<file path="src/rtl/dmem_arb_pkg.sv">
// Shared types and defaults for the data-memory arbiter.
// States, owner encoding and default geometry/latency constants.
package dmem_arb_pkg;

    localparam int DEF_AW      = 10;
    localparam int DEF_MEM_LAT = 1;
    localparam int CNT_W       = 3;

    typedef enum logic [1:0] {
        IDLE  = 2'd0,
        ISSUE = 2'd1,
        WAIT  = 2'd2
    } arb_state_t;

    typedef enum logic {
        OWN_CPU = 1'b0,
        OWN_LDR = 1'b1
    } owner_t;

endpackage

</file>
<file path="src/rtl/dmem_arb_pick.sv">
// Combinational winner select between the CPU and loader requesters.
// Build option: DMEM_ARB_RR_EN selects round-robin ties; otherwise the CPU always wins.
module dmem_arb_pick
    import dmem_arb_pkg::*;
(
    input  logic cpu_req,
    input  logic ldr_req,
    input  logic last_owner,
    output logic grant_valid,
    output logic grant_ldr
);

`ifdef DMEM_ARB_RR_EN
    always_comb begin
        grant_valid = cpu_req | ldr_req;
        grant_ldr   = ldr_req;
        // On a tie the requester that was not served last goes next.
        if (cpu_req && ldr_req) begin
            grant_ldr = (last_owner == OWN_CPU);
        end
    end
`else
    logic unused_last_owner;

    assign unused_last_owner = last_owner;

    always_comb begin
        grant_valid = cpu_req | ldr_req;
        grant_ldr   = ldr_req & ~cpu_req;
    end
`endif

endmodule

</file>
<file path="src/rtl/dmem_arbiter.sv">
// Data-memory arbiter: serialises MEM-stage and loader accesses onto one fixed-latency port.
// Build option: define DMEM_ARB_RR_EN for round-robin tie breaking (see dmem_arb_pick).
module dmem_arbiter
    import dmem_arb_pkg::*;
#(
    parameter int AW      = DEF_AW,
    parameter int MEM_LAT = DEF_MEM_LAT
) (
    input  logic          clock,
    input  logic          reset,
    input  logic          cpu_req,
    input  logic          cpu_we,
    input  logic [15:0]   cpu_addr,
    input  logic [15:0]   cpu_wdata,
    output logic [15:0]   cpu_rdata,
    output logic          cpu_done,
    output logic          cpu_stall,
    input  logic          ldr_req,
    input  logic          ldr_we,
    input  logic [15:0]   ldr_addr,
    input  logic [15:0]   ldr_wdata,
    output logic [15:0]   ldr_rdata,
    output logic          ldr_done,
    output logic          mem_en,
    output logic          mem_we,
    output logic [AW-1:0] mem_addr,
    output logic [15:0]   mem_wdata,
    input  logic [15:0]   mem_rdata
);

    localparam logic [CNT_W-1:0] LAT_INIT = CNT_W'(MEM_LAT);

    arb_state_t       state_reg;
    arb_state_t       state_next;
    logic [CNT_W-1:0] cnt_reg;
    owner_t           owner_reg;
    owner_t           last_owner_reg;
    logic             we_reg;
    logic [AW-1:0]    addr_reg;
    logic [15:0]      wdata_reg;
    logic [15:0]      cpu_rdata_reg;
    logic [15:0]      ldr_rdata_reg;
    logic             cpu_done_reg;
    logic             ldr_done_reg;
    logic             grant_valid;
    logic             grant_ldr;
    logic             unused_addr_bits;

    // Byte addresses: bit 0 selects a byte lane and the bits above the word range wrap.
    assign unused_addr_bits = ^{cpu_addr[15:AW+1], cpu_addr[0], ldr_addr[15:AW+1], ldr_addr[0]};

    dmem_arb_pick u_pick (
        .cpu_req     (cpu_req),
        .ldr_req     (ldr_req),
        .last_owner  (last_owner_reg),
        .grant_valid (grant_valid),
        .grant_ldr   (grant_ldr)
    );

    // State advances on the falling edge so it lines up with the pipeline update edge.
    always_ff @(negedge clock) begin
        if (reset) begin
            state_reg      <= IDLE;
            cnt_reg        <= '0;
            owner_reg      <= OWN_CPU;
            last_owner_reg <= OWN_LDR;
            we_reg         <= 1'b0;
            addr_reg       <= '0;
            wdata_reg      <= '0;
            cpu_rdata_reg  <= '0;
            ldr_rdata_reg  <= '0;
            cpu_done_reg   <= 1'b0;
            ldr_done_reg   <= 1'b0;
        end else begin
            state_reg    <= state_next;
            cpu_done_reg <= 1'b0;
            ldr_done_reg <= 1'b0;
            case (state_reg)
                IDLE: begin
                    if (grant_valid) begin
                        owner_reg <= grant_ldr ? OWN_LDR : OWN_CPU;
                        we_reg    <= grant_ldr ? ldr_we : cpu_we;
                        addr_reg  <= grant_ldr ? ldr_addr[AW:1] : cpu_addr[AW:1];
                        wdata_reg <= grant_ldr ? ldr_wdata : cpu_wdata;
                        cnt_reg   <= LAT_INIT;
                    end
                end
                WAIT: begin
                    cnt_reg <= cnt_reg - CNT_W'(1);
                    if (cnt_reg == CNT_W'(1)) begin
                        last_owner_reg <= owner_reg;
                        if (owner_reg == OWN_LDR) begin
                            ldr_done_reg <= 1'b1;
                            if (!we_reg) begin
                                ldr_rdata_reg <= mem_rdata;
                            end
                        end else begin
                            cpu_done_reg <= 1'b1;
                            if (!we_reg) begin
                                cpu_rdata_reg <= mem_rdata;
                            end
                        end
                    end
                end
                default: begin
                end
            endcase
        end
    end

    always_comb begin
        state_next = state_reg;
        mem_en     = 1'b0;
        case (state_reg)
            IDLE: begin
                if (grant_valid) begin
                    state_next = ISSUE;
                end
            end
            ISSUE: begin
                mem_en     = 1'b1;
                state_next = WAIT;
            end
            WAIT: begin
                if (cnt_reg == CNT_W'(1)) begin
                    state_next = IDLE;
                end
            end
            default: begin
                state_next = IDLE;
            end
        endcase
    end

    assign mem_we    = mem_en & we_reg;
    assign mem_addr  = addr_reg;
    assign mem_wdata = wdata_reg;
    assign cpu_rdata = cpu_rdata_reg;
    assign ldr_rdata = ldr_rdata_reg;
    assign cpu_done  = cpu_done_reg;
    assign ldr_done  = ldr_done_reg;
    assign cpu_stall = cpu_req & ~cpu_done_reg;

endmodule

</file>
<file path="config.mk">
export PLATFORM = sky130hd
export DESIGN_NAME = dmem_arbiter
export DESIGN_NICKNAME = d
export VERILOG_FILES = /design/src/rtl/dmem_arb_pkg.sv /design/src/rtl/dmem_arb_pick.sv /design/src/rtl/dmem_arbiter.sv
export SDC_FILE = /design/constraint.sdc
export NUM_CORES = 1
export LEC_CHECK = 0
export CAP_MARGIN = 5
export CORE_UTILIZATION = 43
export CTS_CLUSTER_DIAMETER = 80
export DETAILED_ROUTE_END_ITERATION = 8
export HOLD_SLACK_MARGIN = 0.03
export PLACE_DENSITY = 0.86
export SLEW_MARGIN = 20
export SYNTH_ARGS = -nofsm -noshare
export SYNTH_HDL_FRONTEND = slang
export SYNTH_HIERARCHICAL = 1
export SYNTH_SLANG_ARGS = --single-unit
</file>
<file path="constraint.sdc">
create_clock -name clock -period 2.5 [get_ports clock]
set_input_delay 0.5 -clock clock [delete_from_list [all_inputs] [get_ports clock]]
set_output_delay 0.5 -clock clock [all_outputs]
set_load 0.03 [all_outputs]
</file>
Word-level counts from Yosys, hierarchy flattened
Index checks and enable logic that the tools add are counted.

storage, ports and cells
  register bits after elaboration = 67
  input bits = 86
  output and inout bits = 63
  word-level logic and storage cells = 46

operators by class
  add/subtract/negate cells = 1
  equal/unequal tests = 5
  multiplexer cells = 12
  bitwise operators = 10
  reduce and logical (&&, ||, !) cells = 8

operators by type and width
  cell                                                                   number
  16-bit two-way mux                                                     1
  10-bit two-way mux                                                     1
  4-bit AND reduction                                                    2
  1-bit inverter                                                         6
  2-bit case mux with 3 select lines                                     1
  3-bit case mux with 2 select lines                                     1
  2-bit AND reduction                                                    3
  1-bit two-way mux                                                      5
  2-bit two-way mux                                                      2
  2-bit inequality test, second input constant                           2
  1-bit AND                                                              3
  3-bit by 1-bit equality test with 1-bit output, second input constant  1
  3-bit two-way mux                                                      1
  3-bit OR reduction                                                     1
  3-bit by 1-bit subtractor with 3-bit output, second input constant     1
  2-bit by 1-bit equality test with 1-bit output, second input constant  1
  2-bit equality test, second input constant                             1
  2-bit logical NOT                                                      1
  2-bit nonzero test                                                     1
  1-bit OR                                                               1

Depth between registers and ports, before layout
Gate-level depths: netlist (run 1).

  word-level depth = 3
  mapped depth = 7
  depth with buffers taken out = 5

By module
The synthesis (run 1) kept the hierarchy.

by module, submodules not included
  module         times used  cells an instance  area an instance (um2)  sequential area each (um2)
  dmem_arbiter   1           285                2,919.0                 1,361.3
  dmem_arb_pick  1           2                  12.5                    0.0

==> results of run 1 <==
## final cells by class
class / count / area share [%]
inverters: 4 / 0.257
flip-flops and latches: 67 / 24.3
clock inverters: 74 / 5.56
repair buffers: 207 / 37.4
well taps: 77 / 1.65
multi-input cells: 191 / 28.8
clock buffers: 9 / 2.12
## per-layer routing
metal | wire length, um | part of all wire [%]
met1 | 4710 | 36
met2 | 6840 | 52
met3 | 853 | 6.4
met4 | 851 | 6.4
met5 | 0 | 0
## per-stage QoR
step / instances / setup TNS, ps / util [%] / setup WS (ps)
2_1_floorplan: 284 / -4310 / - / -153
3_3_place_gp: 490 / -21510 / 68.0 / -732
3_5_place_dp: 490 / -23040 / 68.0 / -796
4_1_cts: 605 / -6750 / 85.4 / -480
5_1_grt: 629 / -9700 / 91.1 / -516
6_report: 629 / -8100 / 91.1 / -509
## repair_timing
action	in CTS	in global routing
setup buffers	30	23
pin swaps	4	15
cloned	4	3
resized for setup	142	37
hold endpoints to repair	0	0
setup endpoints to repair	95	86
## worst min-delay path: cells and delay by family (launching register included)
kind	cells	cell delay [ps]
simple gates	1	60
mux	1	60
flops	1	310
## path summary, 6_finish.rpt
path                            slack [ps]           from            end
worst max-delay path                  -510   state_reg[1]         mem_we
worst min-delay path                   480  cpu_rdata[10]  cpu_rdata[10]
worst max register to register         420     cnt_reg[1]   cpu_rdata[4]
worst min register to register         480  cpu_rdata[10]  cpu_rdata[10]
## placed cells by master, fill, tap and decap left out, types with 3 or more instances in the layout
master,instances
a211oi_1,6
a211oi_2,21
a21oi_1,3
buf_12,8
buf_16,3
buf_4,52
buf_6,69
clkbuf_8,9
clkdlybuf4s50_1,70
dfxtp_1,6
dfxtp_2,60
inv_1,71
mux2i_1,49
mux2i_2,8
mux2i_4,3
nand2b_1,49
nor2_1,12
nor2_2,16
## where the power goes
part | internal [mW] | switching (mW)
combinational | 0.527 | 0.482
sequential | 1.16 | 0.0589
clock | 0.611 | 0.905
total | 2.29 | 1.45
==> reports/qor.yml, run 1 <==
synth_nets: 372
critPathMaxStageDelay_ps: 330
slew_viol_final: 0
finalSetupViolations: 76
p_leak_nw: 2.74
avgSynthCellArea_sq_um: 10.2
multi_input_area_sq_um: 1690
cts_made_buffers: 9
coreArea_sq_um: 6420
fin_ws_ps: -509
grt_pass1_wl_um: 15800
vdd_ir_drop_max_uv: 425
cp.arrival_ps: 2510
drtAntennaViolNets: 0
clk_path_buf_depth: 2
status: "finished, violations left"
rows: 29
netlist_area_sq_um: 2900
start_kind: "flop"
hold_depth: 2
crit_fanout: 3
io_pins: 149
fin_total_pwr_mw: 3.74
track_usage_pct: 28.7
yosysWarnings: 6
clk_pin_slew_ps: 80
slowest_stage: "dfxtp_2"
met1_usage_pct: 28.4
io_buffers: 136
hold_viol_final: 0
htreeDepth: 3
route.detailed.drc: 14
final_area_sq_um: 5850
via_per_inst: 5.45
worst-path-buf-inv: 1
drtIter0Drc: 175
gp_congestion: 0.697
die_area_sq_um: 7070
cp.depth: 3
fin_worst_skew_ps: 52.7
crit_family: "simple AND/OR/NAND/NOR gates"
start_util_pct: 45.1
crit_chain: "and2b_4 -> and2_4 -> buf_6"
powerDensity_nw_per_um2: 639
clk_latency_ps: 430
slew_headroom_pct: 35.5
nFillCells: 217
grt_pass1_vias: 3429
area_growth_pct: 102
firstDrtPassIters: 6
cts_hold_buffers: 0
crit_path_end_kind: "primary output"
clock_sink_count: 67
worstSetupPathType: "reg -> out"
n_antenna_cell: 0
layout.nets: 635
place_area_sq_um: 4370
violations: "design-rule violations, negative setup slack"
min_path_type: "reg -> reg"
drt-total-wl_um: 13300
dieWidth_um: 84.1
grt_setup_unrepaired: "yes"
worstMarginPinSlew_ps: 968
grtUsageMet2_pct: 51.6
drv_cap: 0
synth_cells: 284
whs_ps: 476
die_h_um: 84.1
vias: 3426
seq_area_sq_um: 1420
drive_gt1_share_pct: 49.5
wl_per_cell_um: 21.1
grt.busiest_layer: "met2"
antenna_found_initial: 0
reg2reg_depth: 5
cts.root.buffer_cell: "clkbuf_8"
overflow: 0
cts_tree: "yes"
worst_ep_required_time_ps: 2000
grt_max_degree: 36
grt_use_met3_pct: 9.30
place_hpwl_um: 5090
No activity file was read; power rests on OpenSTA's default activity.
==> inputs of run 2 (changes only) <==
Settings changed: SLEW_MARGIN 20 to 10.
==> results of run 2 <==
The final DEF is identical to that of run 1; final timing and power are the same.
